==> src/rtl/nvram_pkg.sv <==
// Shared types and helpers for the Williams2 CMOS NVRAM arbiter.
// Used by the arbiter top and the autosave timer.
package nvram_pkg;

  typedef enum logic [1:0] {
    IDLE,
    PEND_WR,
    PEND_RD,
    RD_DATA
  } state_t;

  localparam logic [15:0] NV_INDEX_DEF = 16'd4;

  function automatic int quiet_width(input int n);
    return (n <= 2) ? 1 : $clog2(n);
  endfunction

endpackage

==> src/rtl/nvram_autosave_timer.sv <==
// Dirty tracking and quiet-period autosave request for the NVRAM.
// save_req fires once per burst of CPU writes, after a quiet period.
module nvram_autosave_timer
  import nvram_pkg::*;
#(
  parameter int CYCLES = 12000000
) (
  input  logic clk,
  input  logic reset,
  input  logic cpu_wr,
  input  logic nv_load,
  input  logic nv_save,
  output logic nv_dirty,
  output logic save_req
);

  localparam int CW = quiet_width(CYCLES);
  localparam logic [CW-1:0] LAST = CW'(CYCLES - 1);
  localparam logic [CW-1:0] PRE = CW'(CYCLES - 2);

  logic [CW-1:0] quiet;
  logic load_q;
  logic save_q;
  logic xfer_done;

  assign xfer_done = (load_q & ~nv_load) | (save_q & ~nv_save);

  always_ff @(posedge clk) begin
    if (reset) begin
      quiet    <= '0;
      load_q   <= 1'b0;
      save_q   <= 1'b0;
      nv_dirty <= 1'b0;
      save_req <= 1'b0;
    end else begin
      load_q   <= nv_load;
      save_q   <= nv_save;
      save_req <= 1'b0;
      // A CPU write wins over a coincident end-of-transfer clear
      if (cpu_wr)
        nv_dirty <= 1'b1;
      else if (xfer_done)
        nv_dirty <= 1'b0;
      if (cpu_wr) begin
        quiet <= '0;
      end else if (nv_dirty && !nv_save && quiet != LAST) begin
        quiet    <= quiet + CW'(1);
        save_req <= (quiet == PRE);
      end
    end
  end

endmodule

==> src/rtl/nvram_arbiter.sv <==
// Shares the Williams2 CMOS RAM between the game CPU and HPS ioctl.
// CPU always wins; HPS bytes slot into the first free RAM cycle.
module nvram_arbiter
  import nvram_pkg::*;
#(
  parameter int          AW              = 10,
  parameter int          DW              = 4,
  parameter logic [15:0] NV_INDEX        = NV_INDEX_DEF,
  parameter int          AUTOSAVE_CYCLES = 12000000
) (
  input  logic          clk_sys,
  input  logic          reset,
  input  logic          cpu_req,
  input  logic          cpu_we,
  input  logic [AW-1:0] cpu_addr,
  input  logic [DW-1:0] cpu_din,
  output logic [DW-1:0] cpu_dout,
  input  logic          ioctl_download,
  input  logic          ioctl_upload,
  input  logic [15:0]   ioctl_index,
  input  logic          ioctl_wr,
  input  logic          ioctl_rd,
  input  logic [24:0]   ioctl_addr,
  input  logic [7:0]    ioctl_dout,
  output logic [7:0]    ioctl_din,
  output logic          ioctl_wait,
  output logic [AW-1:0] mem_addr,
  output logic          mem_we,
  output logic [DW-1:0] mem_din,
  input  logic [DW-1:0] mem_dout,
  output logic          game_hold,
  output logic          nv_dirty,
  output logic          save_req
);

  state_t state;
  state_t state_nx;

  logic [AW-1:0] lat_addr;
  logic [DW-1:0] lat_data;
  logic nv_sel;
  logic in_range;
  logic hps_wr;
  logic hps_rd;
  logic cpu_wr;
  logic cpu_rd_q;
  logic unused_ok;

  assign nv_sel    = ioctl_index == NV_INDEX;
  assign in_range  = ioctl_addr[24:AW] == '0;
  assign hps_wr    = nv_sel & ioctl_download & ioctl_wr;
  assign hps_rd    = nv_sel & ioctl_upload & ioctl_rd;
  assign cpu_wr    = cpu_req & cpu_we;
  assign game_hold = ioctl_download & nv_sel;
  assign unused_ok = ^ioctl_dout;

  always_comb begin
    state_nx = state;
    mem_addr = cpu_addr;
    mem_we   = cpu_wr;
    mem_din  = cpu_din;
    unique case (state)
      IDLE: begin
        if (in_range && hps_wr)
          state_nx = PEND_WR;
        else if (in_range && hps_rd)
          state_nx = PEND_RD;
      end
      PEND_WR: begin
        if (!cpu_req) begin
          mem_addr = lat_addr;
          mem_din  = lat_data;
          mem_we   = !reset;
          state_nx = IDLE;
        end
      end
      PEND_RD: begin
        if (!cpu_req) begin
          mem_addr = lat_addr;
          state_nx = RD_DATA;
        end
      end
      RD_DATA: state_nx = IDLE;
      default: state_nx = IDLE;
    endcase
  end

  always_ff @(posedge clk_sys) begin
    if (reset) begin
      state      <= IDLE;
      lat_addr   <= '0;
      lat_data   <= '0;
      ioctl_wait <= 1'b0;
      ioctl_din  <= '0;
      cpu_dout   <= '0;
      cpu_rd_q   <= 1'b0;
    end else begin
      state    <= state_nx;
      cpu_rd_q <= cpu_req & ~cpu_we;
      if (cpu_rd_q)
        cpu_dout <= mem_dout;
      // Strobes outside IDLE are ignored; the pending op completes
      if (state == IDLE && (hps_wr || hps_rd)) begin
        if (in_range) begin
          lat_addr   <= ioctl_addr[AW-1:0];
          lat_data   <= ioctl_dout[DW-1:0];
          ioctl_wait <= 1'b1;
        end else if (hps_rd && !hps_wr) begin
          ioctl_din <= '0;
        end
      end
      if (state == PEND_WR && !cpu_req)
        ioctl_wait <= 1'b0;
      if (state == RD_DATA) begin
        ioctl_din  <= 8'(mem_dout);
        ioctl_wait <= 1'b0;
      end
    end
  end

  nvram_autosave_timer #(
    .CYCLES(AUTOSAVE_CYCLES)
  ) u_timer (
    .clk      (clk_sys),
    .reset    (reset),
    .cpu_wr   (cpu_wr),
    .nv_load  (game_hold),
    .nv_save  (nv_sel & ioctl_upload),
    .nv_dirty (nv_dirty),
    .save_req (save_req)
  );

endmodule

==> config.mk <==
export PLATFORM = sky130hd
export DESIGN_NAME = nvram_arbiter
export DESIGN_NICKNAME = d
export VERILOG_FILES = /design/src/rtl/nvram_pkg.sv /design/src/rtl/nvram_autosave_timer.sv /design/src/rtl/nvram_arbiter.sv
export SDC_FILE = /design/constraint.sdc
export NUM_CORES = 1
export LEC_CHECK = 0
export ABC_CLOCK_PERIOD_IN_PS = 5640
export BUFFER_PORTS_ARGS = -buffer_cell sky130_fd_sc_hd__buf_4
export CAP_MARGIN = 20
export CORE_MARGIN = 2
export CORE_UTILIZATION = 53
export DETAILED_ROUTE_END_ITERATION = 10
export PLACE_DENSITY = 0.93
export SLEW_MARGIN = 40
export SYNTH_ARGS = -nofsm -noshare
export SYNTH_HDL_FRONTEND = slang
export SYNTH_SLANG_ARGS = --single-unit
==> constraint.sdc <==
create_clock -name clk_sys -period 5.64 [get_ports clk_sys]
set_input_delay 1.128 -clock clk_sys [delete_from_list [all_inputs] [get_ports clk_sys]]
set_output_delay 1.128 -clock clk_sys [all_outputs]
set_load 0.02 [all_outputs]
==> out/results.ini, run 1 <==
[outcome]
status = finished, final reports clean

[timing]
skew_ps = 9.475
drv_slew = 0
rsz0062_at_grt = no
tightest_slew_ps = 716.2
finalHoldViolCount = 0
period_minus_slack_ps = 3366
relSlewSlack = 0.5225
period_share = 0.5969
max_clock_freq_ghz = 0.2970
setup_tns_ps = 0
finalSetupViolCount = 0

[synth]
synth_seq_cells = 54
yosysTopAreaCell = dfxtp_1
ys_types = 54
synth_ff_type = dfxtp_1
synth_edf_count = 0
synth_cells = 304
synth_top_area_frac = 0.3783
synth.avg_cell_area_sq_um = 9.400
synthArstFlopShare = 0
yosysSeqAreaShare = 0.3783
yosysWarnings = 0
synthTopCellsByArea = dfxtp_1 (38%), mux2i_1 (6.7%), mux2_2 (5.5%)
syn_area_sq_mm = 0.002858

[floorplanning]
die_x_microns = 77.43
start_util = 0.5560
pin_count = 106
num_rows = 26
fp.dieH_microns = 77.43
dieArea_sq_mm = 0.005995
core_area_sq_mm = 0.005140

[final_layout]
antenna-diode-count = 0
nets = 478
drive_gt1_frac = 0.3460
instances_no_fill = 466
synthToLayoutAreaGrowth_pct = 30.12

[global_routing]
grt_start_max_net_pins = 33
grt_use_total = 0.2519
grt_pass1_vias = 2717
antenna_found_initial = 0
overflow = 0
grt_first_pass_wirelength_microns = 12200

[clocking]
cts_root_buffer = clkbuf_8
cts_setup_buffers = 0
insertion_delay_ps = 310
numClockSinks = 54
path_clk_slew_ps = 100
htreeDepth = 2
cts_resized = 0
cts_buffer_depth = 2
cts_tree = yes
cts_hold_buffers = 0
cts_made_buffers = 5

[routing]
post_drt_wl_per_cell_microns = 16.76
drt_iter0_drc = 260
vias = 2756
vias_per_cell = 5.914
drtAntennaViolNets = 0
drt_wl_total_microns = 7808
dr.pass1.iters = 5
drc = 0

[worst_hold_path]
whs_path_depth = 2
hold_end = u_timer.quiet[23]
min_from = u_timer.quiet[23]
hold_path.class = reg2reg

[place]
dp.cells = 459
io_buffers = 97
dpl.hpwl_microns = 5489
gp_congestion = 0.7899

[power]
ir_drop_mv = 0.1593
power_density_mw_per_mm2 = 231.9
p_leak_nw = 1.453

[critical_path]
start_kind = input pin
worstPathRequired_ps = 4510
max_stage_delay_ps = 350
r2r_start = u_timer.quiet[1]
worstPathCellList = buf_4, nor4_4, and4_2, and2_1, buf_4
path_max_fanout = 4
crit_slowest_cell = nor4_4
cp.arrival_ps = 2240
rrSetupSlack_ps = 3410
endpoint_kind = output port
cpMostUsedCell = buf_4
rr_worst_depth = 6
rr_endpoint = u_timer.quiet[5]
critical_path_class = in2out

[flow_run]
drv.max_cap_violation_count = 0

## worst max-delay path, delay by kind of cell
family                 cells  cell delay, ps
and+or+nand+nor            3             850
buffers and inverters      2             260
## through the flow
step | setup slack (ps) | power [mW] | cell area [sq um] | utilization | hold WS, ps
after global routing | 2216 | 0.8968 | 3719 | 0.7235 | 542.1
after floorplan | 2522 | 0.5140 | 2869 | - | 454.1
after global placement | 2296 | 0.5886 | 3581 | 0.6967 | 465.9
after CTS | 2264 | 0.8636 | 3716 | 0.7230 | 487.6
after detailed placement | 2271 | 0.5997 | 3603 | 0.7011 | 471.4
final | 2274 | 0.8623 | 3719 | 0.7235 | 492.7
## how the worst max path moves through the flow
stage	from	endpoint	slack [ps]
after floorplan	ioctl_index[5]	game_hold	2520
after global placement	ioctl_index[1]	game_hold	2300
after detailed placement	ioctl_index[5]	game_hold	2270
after CTS	ioctl_index[1]	game_hold	2260
after global routing	ioctl_index[1]	game_hold	2220
final	ioctl_index[9]	game_hold	2270
## cell type report
cell class | instances | area [sq um]
multi-input combinational | 230 | 1672
timing repair buffer | 98 | 739.5
inverter | 7 | 26.28
tap | 70 | 87.58
sequential | 54 | 1081
clock inverter | 1 | 30.03
fill | 354 | 1421
clock buffer | 6 | 82.58
## power breakdown
part	internal (mW)	switching (mW)
sequential	0.388	0.00715
combinational	0.0960	0.104
clock	0.142	0.124
## routing by layer
layer,up-vias,global-route usage,part of all wire
li1,1294,-,-
met3,24,0.06628,0.075
met4,0,0.1071,0.031
met1,1292,0.2689,0.36
met5,-,0,0
met2,146,0.4652,0.54
## cells in the mapped netlist, drive strengths merged, types with 6 or more instances
cell    instances
dfxtp          54
nand4           8
nor3            6
or3            14
mux2i          19
o21ai          14
a21oi          17
nor2           33
nand3          13
inv             7
ha              7
mux2           14
nand2          20
clkbuf          9
nor4            9
buf             7
## flip-flops by register name (all words and copies together), names as in the netlist
name and flops:
cpu_rd_q 1, u_timer.save_req 1, lat_addr 10, u_timer.save_q 1
ioctl_din 4, u_timer.nv_dirty 1, ioctl_wait 1, cpu_dout 4
u_timer.quiet 24, u_timer.load_q 1, lat_data 4, state 2
## logic make-up (layout without fill, tap and decap cells)
group                      after synthesis  count (layout)  share of synthesized area
xor gates and xnor gates                 6               6                    0.01839
DFF                                     54              54                     0.3783
adders and majority gates                7               7                    0.03065
and+or+nand+nor                        126             126                     0.2758
AOI/OAI and AO/OA                       54              54                     0.1283
other                                    1               4                   0.001312
buffers and inverters                   23             112                    0.04554
muxes                                   33              33                     0.1217
## cell usage in the layout (no fill, tap or decap), types with 2 or more instances in the layout
| cell type | instances |
|---|---|
| nor3_1 | 4 |
| and2_1 | 3 |
| o31ai_1 | 3 |
| ha_1 | 7 |
| nor2_1 | 33 |
| conb_1 | 4 |
| or3_1 | 13 |
| or4_1 | 5 |
| a21oi_1 | 16 |
| clkbuf_8 | 6 |
| mux2_2 | 14 |
| inv_1 | 7 |
| o211ai_1 | 3 |
| nor4_4 | 4 |
| mux2i_1 | 19 |
| a211oi_1 | 2 |
| nand3_1 | 13 |
| nor4_1 | 5 |
| nand2_1 | 20 |
| buf_4 | 97 |
| o21ai_0 | 9 |
| o21ai_1 | 5 |
| nand4_1 | 5 |
| a22oi_1 | 4 |
| and4_1 | 3 |
| dfxtp_1 | 54 |
| nand2b_1 | 4 |
| xnor2_1 | 5 |
| nand4_4 | 2 |
| o2111ai_1 | 2 |
(Power assumes the default switching activity.)
==> inputs of run 2 (changes only) <==
ABC_AREA = 1   (was default)
ABC_CLOCK_PERIOD_IN_PS = 3100   (was 5640)
CORE_UTILIZATION = 50   (was 53)
PLACE_DENSITY = 0.88   (was 0.93)
clock period = 3.1 ns   (was 5.64 ns; I/O delays follow)
==> run 2 against run 1 <==
Compared with the run above:
- highest routed layer unchanged
- worst setup slack worse by 1800 ps
- largest power group unchanged
- area after synthesis up 5.5%
- synthesized cell count increased by 41%
- critical path type is now reg2out
- final cell count is 28% higher
==> out/results.ini, run 2 <==
[place]
dpl.hpwl_microns = 5536  ; +0.86%
io_buffers = 97  ; unchanged
dp.cells = 588  ; +28%
gp_congestion = 0.9625  ; +22%

[clocking]
cts_hold_buffers = 0  ; unchanged
cts_buffer_depth = 2  ; unchanged
cts_resized = 0  ; unchanged
numClockSinks = 54  ; unchanged
cts_root_buffer = clkbuf_8
cts_tree = yes
insertion_delay_ps = 320  ; about the same
htreeDepth = 2  ; unchanged
cts_setup_buffers = 0  ; unchanged
path_clk_slew_ps = 110  ; about the same
cts_made_buffers = 5  ; unchanged

[critical_path]
worstPathCellList = inv_1, ha_1, nand2_1, mux2_2, buf_4
start_kind = flop
endpoint_kind = output port
max_stage_delay_ps = 390  ; +40 ps
cpLargestDelayFamily = multiplexers
critical_path_class = reg2out
path_buf_inv = 2  ; unchanged
cp.arrival_ps = 1990  ; -250 ps
worstPathRequired_ps = 2480  ; -2030 ps
crit_slowest_cell = mux2_2
path_max_fanout = 10  ; +6

[power]
power_density_mw_per_mm2 = 419.9  ; +81%
p_int_mw = 1.138  ; +82%
clkPwrFrac = 0.302  ; -0.007
finalPower_mw = 1.623  ; +88%
netSwitchingFraction = 0.2985  ; +0.02489
seqPwrFrac = 0.445  ; -0.013
p_sw_uw = 484.4  ; +110%
pwr-share-comb = 0.253  ; +0.021
ir_drop_mv = 0.3249  ; +100%
p_leak_nw = 1.593  ; +9.7%

[floorplanning]
start_util = 0.5121  ; -0.04387
core_area_sq_mm = 0.005886  ; +15%
dieArea_sq_mm = 0.006665  ; +11%
num_rows = 28  ; +7.7%
fp.dieH_microns = 81.64  ; +5.4%
die_x_microns = 81.64  ; +5.4%
pin_count = 106  ; unchanged

[synth]
synth_cells = 428  ; +41%
synthArstFlopShare = 0  ; unchanged
yosysTopAreaCell = dfxtp_1
synthTopCellsByArea = dfxtp_1 (36%), nand2_1 (15%), nor2_1 (7.2%)
synth_common_cells = nand2_1 (124), nor2_1 (58), dfxtp_1 (54)
yosysWarnings = 0  ; unchanged
ys_types = 32  ; -41%
synth_seq_cells = 54  ; unchanged
yosysMostFrequentCell = nand2_1
syn_area_sq_mm = 0.003014  ; +5.5%
synth.avg_cell_area_sq_um = 7.042  ; -25%
synth_top_area_frac = 0.3587  ; -0.01963
yosysSeqAreaShare = 0.3587  ; -0.01963
synth_ff_type = dfxtp_1
synth_edf_count = 0  ; unchanged

[routing]
dr.pass1.iters = 4  ; -1
drc = 0  ; unchanged
drt_iter0_drc = 215  ; -17%
drt_wl_total_microns = 7369  ; -5.6%
drtAntennaViolNets = 0  ; unchanged
vias_per_cell = 5.117  ; -13%
post_drt_wl_per_cell_microns = 12.36  ; -26%
vias = 3050  ; +11%

[global_routing]
grt_pass1_vias = 2992  ; +10%
grt_use_total = 0.2333  ; -0.01861
grt_first_pass_wirelength_microns = 12370  ; +1.4%
busiest_layer = met2
use_met2 = 0.4303  ; -0.03489
antenna_found_initial = 0  ; unchanged
grt_use_met3 = 0.05495  ; -0.01133
overflow = 0  ; unchanged
grt_start_max_net_pins = 28  ; -15%
grt_util_met1 = 0.2579  ; -0.01100

[final_layout]
antenna-diode-count = 0  ; unchanged
largest_reg_flops = 24  ; unchanged
fillers = 485  ; +37%
nets = 602  ; +26%
reg.largest.list = u_timer.quiet (24), lat_addr (10)
layout_commonest_cell = nand2_1
regMostFlops = u_timer.quiet
synthToLayoutAreaGrowth_pct = 28.19
instances_no_fill = 596  ; +28%
drive_gt1_frac = 0.2610  ; -0.08492
layout_common_cells = nand2_1 (124), buf_4 (98), nor2_1 (58)

[timing]
tightest_slew_ps = 669.9  ; -46.27 ps
max_clock_freq_ghz = 0.3825
relSlewSlack = 0.5534  ; +0.03085
drv_slew = 0  ; unchanged
period_minus_slack_ps = 2614
skew_ps = 14.13  ; +4.658 ps
rsz0062_at_grt = no
setup_tns_ps = 0  ; unchanged
period_share = 0.8433
finalSetupViolCount = 0  ; unchanged
finalHoldViolCount = 0  ; unchanged

[flow_run]
drv.max_cap_violation_count = 0  ; unchanged

[outcome]
status = finished, final reports clean

[worst_hold_path]
hold_path.class = reg2reg

==> run 2: layer usage <==
metal,up-vias,wire length [microns],share of wire
met1,1383,3068,0.42
li1,1555,-,-
met2,100,3709,0.50
met3,12,468,0.064
met4,0,123,0.017
met5,-,0,0
==> run 2: per-stage QoR <==
step	hold WS, ps	worst slack (ps)	instance area, sq um	utilization
after global routing	473.4	399.2	3864	0.6565
after floorplan	436.5	1105	3025	-
final	467.8	485.7	3864	0.6565
after CTS	466.8	471.5	3864	0.6565
after global placement	447.6	827.1	3747	0.6367
after detailed placement	455.1	746.1	3747	0.6367
==> run 2: final timing paths <==
path	slack, ps	to	startpoint	cells past startpoint
hold / removal	470	lat_addr[3]	lat_addr[3]	2
hold reg to reg	470	lat_addr[3]	lat_addr[3]	2
setup reg to reg	1070	u_timer.quiet[8]	u_timer.quiet[1]	10
setup / recovery	490	mem_addr[3]	state[0]	5
==> run 2: cell type report <==
class	count	area, sq um	share of cell area
clock inverters	3	47.55	0.01231
clock buffers	5	68.82	0.01781
inverters	26	97.59	0.02526
well taps	75	93.84	0.02429
repair buffers	98	735.7	0.1904
flip-flops and latches	54	1081	0.2798
multi-input cells	335	1739	0.4501
==> run 2: cell families after synthesis <==
group                    Yosys count  share of synthesized area
AO/OA/AOI/OAI                     52                    0.08759
flip-flops                        54                     0.3587
AND/OR/NAND/NOR                  237                     0.3421
XOR/XNOR                          21                    0.06102
buffers and inverters             42                    0.06808
multiplexers                      14                    0.05230
other                              1                   0.001244
adder cells (fa/ha/maj)            7                    0.02906
==> run 2: worst register-to-register path: stages, from the launching register on <==
cell	delay, ps
dfxtp_1	390
ha_1	250
nand3_1	200
inv_2	100
nand2_1	80
inv_2	80
nand3_2	90
nand2_4	250
inv_2	250
o21ai_1	140
a21oi_1	70
==> run 2: power by group through the flow <==
| stage | Combinational, mW | Sequential [mW] | Clock (mW) |
|---|---|---|---|
| 2_1_floorplan | 0.241 | 0.744 | 0 |
| 3_3_place_gp | 0.400 | 0.737 | 0 |
| 3_5_place_dp | 0.410 | 0.737 | 0 |
| 4_1_cts | 0.411 | 0.722 | 0.499 |
| 5_1_grt | 0.450 | 0.724 | 0.520 |
| 6_report | 0.411 | 0.722 | 0.489 |
